[config.mk]
export PLATFORM = sky130hd
export DESIGN_NAME = uart_tx
export DESIGN_NICKNAME = d
export VERILOG_FILES = /design/src/rtl/uart_tx.sv
export SDC_FILE = /design/constraint.sdc
export NUM_CORES = 1
export LEC_CHECK = 0
export ABC_AREA = 1
export CAP_MARGIN = 10
export CORE_UTILIZATION = 50
export DETAILED_ROUTE_END_ITERATION = 6
export PLACE_DENSITY = 0.74
export REMOVE_ABC_BUFFERS = 1
export SETUP_SLACK_MARGIN = 0.3
export SKIP_LAST_GASP = 1
export SLEW_MARGIN = 15
export SYNTH_ARGS = -nofsm -noshare
export SYNTH_HDL_FRONTEND = slang
export SYNTH_SLANG_ARGS = --single-unit
[constraint.sdc]
create_clock -name clk -period 7.43 [get_ports clk]
set_input_delay 1.486 -clock clk [delete_from_list [all_inputs] [get_ports clk]]
set_output_delay 1.486 -clock clk [all_outputs]
set_load 0.1 [all_outputs]
[src/rtl/uart_tx.sv]
// uart_tx - memory-mapped 8N1 UART transmitter.
//
// Bytes written by the CPU are queued in a small FIFO and shifted out LSB
// first on uart_txd. Each bit lasts div clocks, where div is programmable.
// A level interrupt reports "everything sent".
//
// Ports:
//   clk, rst            system clock, synchronous active-high reset
//   uart_valid          one request per cycle it is high
//   uart_instr          fetch flag, treated as an ordinary read
//   uart_addr[3:2]      register select: 0 TXDATA, 1 STATUS, 2 DIVISOR, 3 CTRL
//   uart_wdata/wstrb    write data and byte strobes (wstrb==0 is a read)
//   uart_rdata/ready    registered response, one cycle after each request
//   uart_txd            serial line, idle high
//   uart_irq            irq_en & FIFO empty & transmitter idle
module uart_tx #(
  parameter int fifo_depth_log = 3,
  parameter int div_default    = 16
) (
  input  logic        clk,
  input  logic        rst,
  input  logic        uart_valid,
  input  logic        uart_instr,
  input  logic [31:0] uart_addr,
  input  logic [31:0] uart_wdata,
  input  logic [3:0]  uart_wstrb,
  output logic [31:0] uart_rdata,
  output logic        uart_ready,
  output logic        uart_txd,
  output logic        uart_irq
);

  localparam int depth = 1 << fifo_depth_log;

  typedef enum logic [1:0] {IDLE, START, DATA, STOP} state_t;

  // FIFO storage; no reset so it maps onto distributed/block RAM.
  logic [7:0] mem [depth];

  logic [fifo_depth_log-1:0] wr_ptr_reg, rd_ptr_reg;
  logic [fifo_depth_log:0]   count_reg, count_next;
  state_t                    state_reg, state_next;
  logic [7:0]                shift_reg, shift_next;
  logic [2:0]                bit_idx_reg, bit_idx_next;
  logic [15:0]               bit_cnt_reg, bit_cnt_next;
  logic [15:0]               act_div_reg, act_div_next;
  logic [15:0]               div_reg, div_next;
  logic                      irq_en_reg, irq_en_next;
  logic                      ovf_reg, ovf_next;
  logic                      ready_reg;
  logic [31:0]               rdata_reg, rdata_next;
  logic                      irq_reg;

  logic        fifo_empty, fifo_full;
  logic [1:0]  sel;
  logic        is_write, push_req, push_ok, pop, ovf_event, status_rd;
  logic [15:0] eff_div;
  logic [31:0] status_word;
  logic        unused_bits;

  assign unused_bits = ^{uart_addr[31:4], uart_addr[1:0], uart_wdata[31:16],
                         uart_wstrb[3:2], uart_instr};

  assign fifo_empty = (count_reg == '0);
  assign fifo_full  = (count_reg == (fifo_depth_log + 1)'(depth));
  assign sel        = uart_addr[3:2];
  assign is_write   = |uart_wstrb;
  assign push_req   = uart_valid && uart_wstrb[0] && (sel == 2'd0);
  assign status_rd  = uart_valid && !is_write && (sel == 2'd1);
  // A divisor of 0 would never let the bit counter expire cleanly.
  assign eff_div    = (div_reg == 16'd0) ? 16'd1 : div_reg;

  // A push into a full FIFO still fits if the FSM pops in the same cycle.
  assign push_ok   = push_req && (!fifo_full || pop);
  assign ovf_event = push_req && fifo_full && !pop;

  // Transmitter FSM; frames start on the pop, which latches byte and divisor.
  always_comb begin
    state_next   = state_reg;
    shift_next   = shift_reg;
    bit_idx_next = bit_idx_reg;
    bit_cnt_next = bit_cnt_reg;
    act_div_next = act_div_reg;
    pop          = 1'b0;
    case (state_reg)
      IDLE: begin
        if (!fifo_empty) begin
          pop          = 1'b1;
          shift_next   = mem[rd_ptr_reg];
          act_div_next = eff_div;
          bit_cnt_next = eff_div - 16'd1;
          state_next   = START;
        end
      end
      START: begin
        if (bit_cnt_reg == 16'd0) begin
          state_next   = DATA;
          bit_idx_next = 3'd0;
          bit_cnt_next = act_div_reg - 16'd1;
        end else begin
          bit_cnt_next = bit_cnt_reg - 16'd1;
        end
      end
      DATA: begin
        if (bit_cnt_reg == 16'd0) begin
          bit_cnt_next = act_div_reg - 16'd1;
          if (bit_idx_reg == 3'd7) begin
            state_next = STOP;
          end else begin
            bit_idx_next = bit_idx_reg + 3'd1;
          end
        end else begin
          bit_cnt_next = bit_cnt_reg - 16'd1;
        end
      end
      STOP: begin
        if (bit_cnt_reg == 16'd0) begin
          if (!fifo_empty) begin
            // Chain straight into the next start bit, no idle gap.
            pop          = 1'b1;
            shift_next   = mem[rd_ptr_reg];
            act_div_next = eff_div;
            bit_cnt_next = eff_div - 16'd1;
            state_next   = START;
          end else begin
            state_next = IDLE;
          end
        end else begin
          bit_cnt_next = bit_cnt_reg - 16'd1;
        end
      end
      default: state_next = IDLE;
    endcase
  end

  always_comb begin
    count_next = count_reg;
    case ({push_ok, pop})
      2'b10:   count_next = count_reg + (fifo_depth_log + 1)'(1);
      2'b01:   count_next = count_reg - (fifo_depth_log + 1)'(1);
      default: count_next = count_reg;
    endcase
  end

  // Register file and read path.
  always_comb begin
    status_word    = '0;
    status_word[0] = fifo_full;
    status_word[1] = fifo_empty;
    status_word[2] = (state_reg != IDLE);
    status_word[3] = ovf_reg;
    // The count field needs one bit more than the pointer so "full" fits.
    status_word[8 +: fifo_depth_log + 1] = count_reg;

    rdata_next = '0;
    if (uart_valid && !is_write) begin
      case (sel)
        2'd1:    rdata_next = status_word;
        2'd2:    rdata_next = {16'd0, div_reg};
        2'd3:    rdata_next = {31'd0, irq_en_reg};
        default: rdata_next = '0;
      endcase
    end

    div_next = div_reg;
    if (uart_valid && (sel == 2'd2)) begin
      if (uart_wstrb[0]) div_next[7:0]  = uart_wdata[7:0];
      if (uart_wstrb[1]) div_next[15:8] = uart_wdata[15:8];
    end

    irq_en_next = irq_en_reg;
    if (uart_valid && (sel == 2'd3) && uart_wstrb[0]) irq_en_next = uart_wdata[0];

    // A fresh overflow wins over the clear-on-read.
    if (ovf_event)      ovf_next = 1'b1;
    else if (status_rd) ovf_next = 1'b0;
    else                ovf_next = ovf_reg;
  end

  always_ff @(posedge clk) begin
    if (push_ok) mem[wr_ptr_reg] <= uart_wdata[7:0];
  end

  always_ff @(posedge clk) begin
    if (rst) begin
      wr_ptr_reg  <= '0;
      rd_ptr_reg  <= '0;
      count_reg   <= '0;
      state_reg   <= IDLE;
      shift_reg   <= '0;
      bit_idx_reg <= '0;
      bit_cnt_reg <= '0;
      act_div_reg <= 16'(div_default);
      div_reg     <= 16'(div_default);
      irq_en_reg  <= 1'b0;
      ovf_reg     <= 1'b0;
      ready_reg   <= 1'b0;
      rdata_reg   <= '0;
      irq_reg     <= 1'b0;
    end else begin
      if (push_ok) wr_ptr_reg <= wr_ptr_reg + fifo_depth_log'(1);
      if (pop)     rd_ptr_reg <= rd_ptr_reg + fifo_depth_log'(1);
      count_reg   <= count_next;
      state_reg   <= state_next;
      shift_reg   <= shift_next;
      bit_idx_reg <= bit_idx_next;
      bit_cnt_reg <= bit_cnt_next;
      act_div_reg <= act_div_next;
      div_reg     <= div_next;
      irq_en_reg  <= irq_en_next;
      ovf_reg     <= ovf_next;
      ready_reg   <= uart_valid;
      rdata_reg   <= rdata_next;
      // Built from next-state values so a push or irq_en clear drops it at once.
      irq_reg     <= irq_en_next && (count_next == '0) && (state_next == IDLE);
    end
  end

  assign uart_ready = ready_reg;
  assign uart_rdata = rdata_reg;
  assign uart_irq   = irq_reg;
  assign uart_txd   = (state_reg == START) ? 1'b0 :
                      (state_reg == DATA)  ? shift_reg[bit_idx_reg] : 1'b1;

endmodule

==> flow_summary.ini <==
[clock_network]
clockRootBuffer = clkbuf_16
cts_buffer_depth = 2
cts_setup_buffers = 0
clock_latency_ps = 430
cts_resized = 0
hold_buffers = 0
cts_inserted_buffers = 17
cts_tree = built
cts_max_level = 4
clk_pin_slew_worst_paths_ps = 60
clock_sinks = 158

[floorplan]
die-area_sq_um = 16210
design.core.area_sq_um = 15260
die_h_microns = 127.3
row_count = 45
io_pins = 107
die_w_microns = 127.3
initial_core_util_pct = 51.45

[grt]
grt_pass1_vias = 5751
gr-usage-met3_pct = 4.188
grtUsageTotal_pct = 23.24
grt_use_met2_pct = 36.64
grt_pass1_wl_mm = 29.12
grt_max_degree = 50
overflow = 0
top_usage_layer = met2
antenna_found_initial = 0
met1_usage_pct = 32.17

[worst_setup_path]
path_max_fanout = 7
end_kind = primary output
reg2regPathDepth = 11
critPathKind = reg2out
cp.arrival_ps = 2670
start_kind = register
cp_data_required_time_ps = 5940

[layout]
syn_to_final_growth_pct = 14.04
fill_cells = 1334
regMostFlops = mem
largest_register_ffs = 64
nets = 1072
antenna_cells = 0
regArea_sq_um = 3805
multi_input_area_sq_um = 3425
drive_above_1_share_pct = 7.908

[timing]
period_share_pct = 55.88
drv_slew = 0
finalSetupTns_ps = 0
rsz0062_at_grt = false
hold_viol_final = 0
worst_slew_pin_slew_ps = 1001
fin_crit_ps = 4152
relSlewSlack_pct = 33.04
final.setup_skew_ps = 9.118
setup_viol = 0
fmax_ghz = 0.2409

[yosys]
synthDistinctLibCells = 44
syn_area_per_cell_sq_um = 8.220
ys.warnings.count = 0
syn-cell-area_sq_um = 7850
postSynth.asyncResetShare_pct = 0
synth-seq-cells = 158
synth-main-ff-cell = dfxtp_1
synth-edff-count = 64
seq_area_frac_synth_pct = 48.45
syn-instance-count = 955

[drt]
drc = 0
wire_per_inst_microns = 15.00
drt-pass1-iter-count = 5
wl_mm = 18.15
ant_nets = 0
vias = 6428
drtIter0Drc = 472
via_per_inst = 5.312

[hold_path]
min_delay_path_depth = 1
hp-class = reg2reg

[power]
switching_power_mw = 1.299
seqPwrFrac_pct = 34.1
powerDensity_nw_per_um2 = 360.9
p_comb_share_pct = 38.0
leakagePower_nw = 3.459
swShare_pct = 40.21
p_int_mw = 1.931
p_clk_share_pct = 28.0
total_power_mw = 3.231
vdd_drop_max_uv = 217.5

[placed_design]
io_buffers = 43
dp_hpwl_mm = 12.59
gp_congestion = 0.8728

[run]
drv_cap = 0

[status]
status = complete, no violations
-- metal layers --
| metal | wire length [microns] | vias to the layer above |
|---|---|---|
| met5 | 0 | - |
| met4 | 300 | 0 |
| met3 | 874 | 21 |
| met2 | 8389 | 172 |
| met1 | 8582 | 3015 |
| li1 | - | 3220 |
-- final timing paths --
kind	start	to	slack, ps
worst min register to register	rd_ptr_reg[2]	rd_ptr_reg[2]	460
worst min-delay path	rd_ptr_reg[2]	rd_ptr_reg[2]	460
worst max register to register	count_reg[0]	uart_irq	4540
worst max-delay path	bit_idx_reg[0]	uart_txd	3280
-- cells by family after synthesis --
kind of cell	Yosys count	share of synthesized area (%)
DFF	158	48.45
xor gates and xnor gates	21	2.343
buffers and inverters	154	8.702
muxes	16	2.040
AOI/OAI and AO/OA	230	15.62
other	1	0.04777
and+or+nand+nor	361	20.56
adders and majority gates	14	2.231
-- placed cells by master, fill, tap and decap left out, types with 3 or more instances in the layout --
| master | n |
|---|---|
| nand2_1 | 175 |
| inv_1 | 101 |
| o21ai_0 | 95 |
| a21oi_1 | 95 |
| dfxtp_1 | 93 |
| nor2_1 | 82 |
| edfxtp_1 | 64 |
| clkdlybuf4s50_1 | 43 |
| nand3_1 | 37 |
| nor3_1 | 17 |
| clkbuf_16 | 17 |
| mux2i_1 | 16 |
| xor2_1 | 16 |
| conb_1 | 16 |
| ha_1 | 14 |
| nor2_2 | 13 |
| o211ai_1 | 11 |
| a31oi_1 | 10 |
| nand2_2 | 6 |
| nor2_4 | 6 |
| o21ai_1 | 6 |
| xnor2_1 | 5 |
| o22ai_1 | 5 |
| or2_2 | 4 |
| clkinv_2 | 4 |
| nand4_1 | 4 |
| o21ai_2 | 3 |
| nand3_2 | 3 |
| nand3b_1 | 3 |
| clkinvlp_4 | 3 |
| inv_6 | 3 |
| bufinv_16 | 3 |
| buf_4 | 3 |
-- cell type report --
| type | instances | area share [%] |
|---|---|---|
| Inverter | 105 | 4.416 |
| Clock buffer | 17 | 4.752 |
| Tap cell | 211 | 2.949 |
| Multi-Input combinational cell | 658 | 38.25 |
| Clock inverter | 15 | 2.068 |
| Sequential cell | 158 | 42.50 |
| Timing Repair Buffer | 46 | 5.059 |
-- cells in the mapped netlist, types with 3 or more instances --
cell type,number,area share (%)
dfxtp_1,94,24
or2_2,4,0.32
nor2_1,82,3.9
nand4_1,4,0.32
a21oi_1,95,6.1
ha_1,14,2.2
clkbuf_1,17,0.81
mux2i_1,16,2.0
buf_4,21,2.0
o21ai_0,95,6.1
xor2_1,16,1.8
nor3_1,18,1.1
a31oi_1,10,0.80
nand3b_1,3,0.29
o22ai_1,5,0.40
xnor2_1,5,0.56
nand3_2,3,0.38
nand2_1,175,8.4
nor2_4,6,0.86
nand2_2,6,0.48
edfxtp_1,64,24
buf_2,8,0.51
nor2_2,13,1.0
o21ai_2,3,0.33
inv_1,101,4.8
o211ai_1,11,1.1
o21ai_1,6,0.38
nand3_1,37,2.4
-- power by group through the flow --
stage	sequential (mW)	combinational [mW]	clock, mW
after global routing	1.11	1.38	0.947
final	1.10	1.23	0.903
after CTS	1.10	1.22	0.908
after global placement	1.12	1.19	0
after detailed placement	1.12	1.21	0
after floorplan	1.09	0.938	0
-- worst max-delay path, stage by stage (launching register included) --
cell and delay (ps):
dfxtp_1 370, inv_1 140, nand2_1 70, nand2_1 60, nor2_1 30, a311oi_1 250
o21ai_0 120, inv_1 60, clkdlybuf4s50_1 1140
-- through the flow --
stage                     cell area, sq um  std cells  utilization, %  hold WS [ps]  setup WS, ps
final                                 8952       1210           58.67         459.4          3278
after floorplan                       7619        921               -         416.6          4299
after detailed placement              8342       1178           54.67         446.1          3542
after global routing                  8952       1210           58.67         480.8          3091
after CTS                             8952       1210           58.67         454.9          3270
after global placement                8337       1178           54.64         432.6          3208
Power figures use the tool's default switching activity.
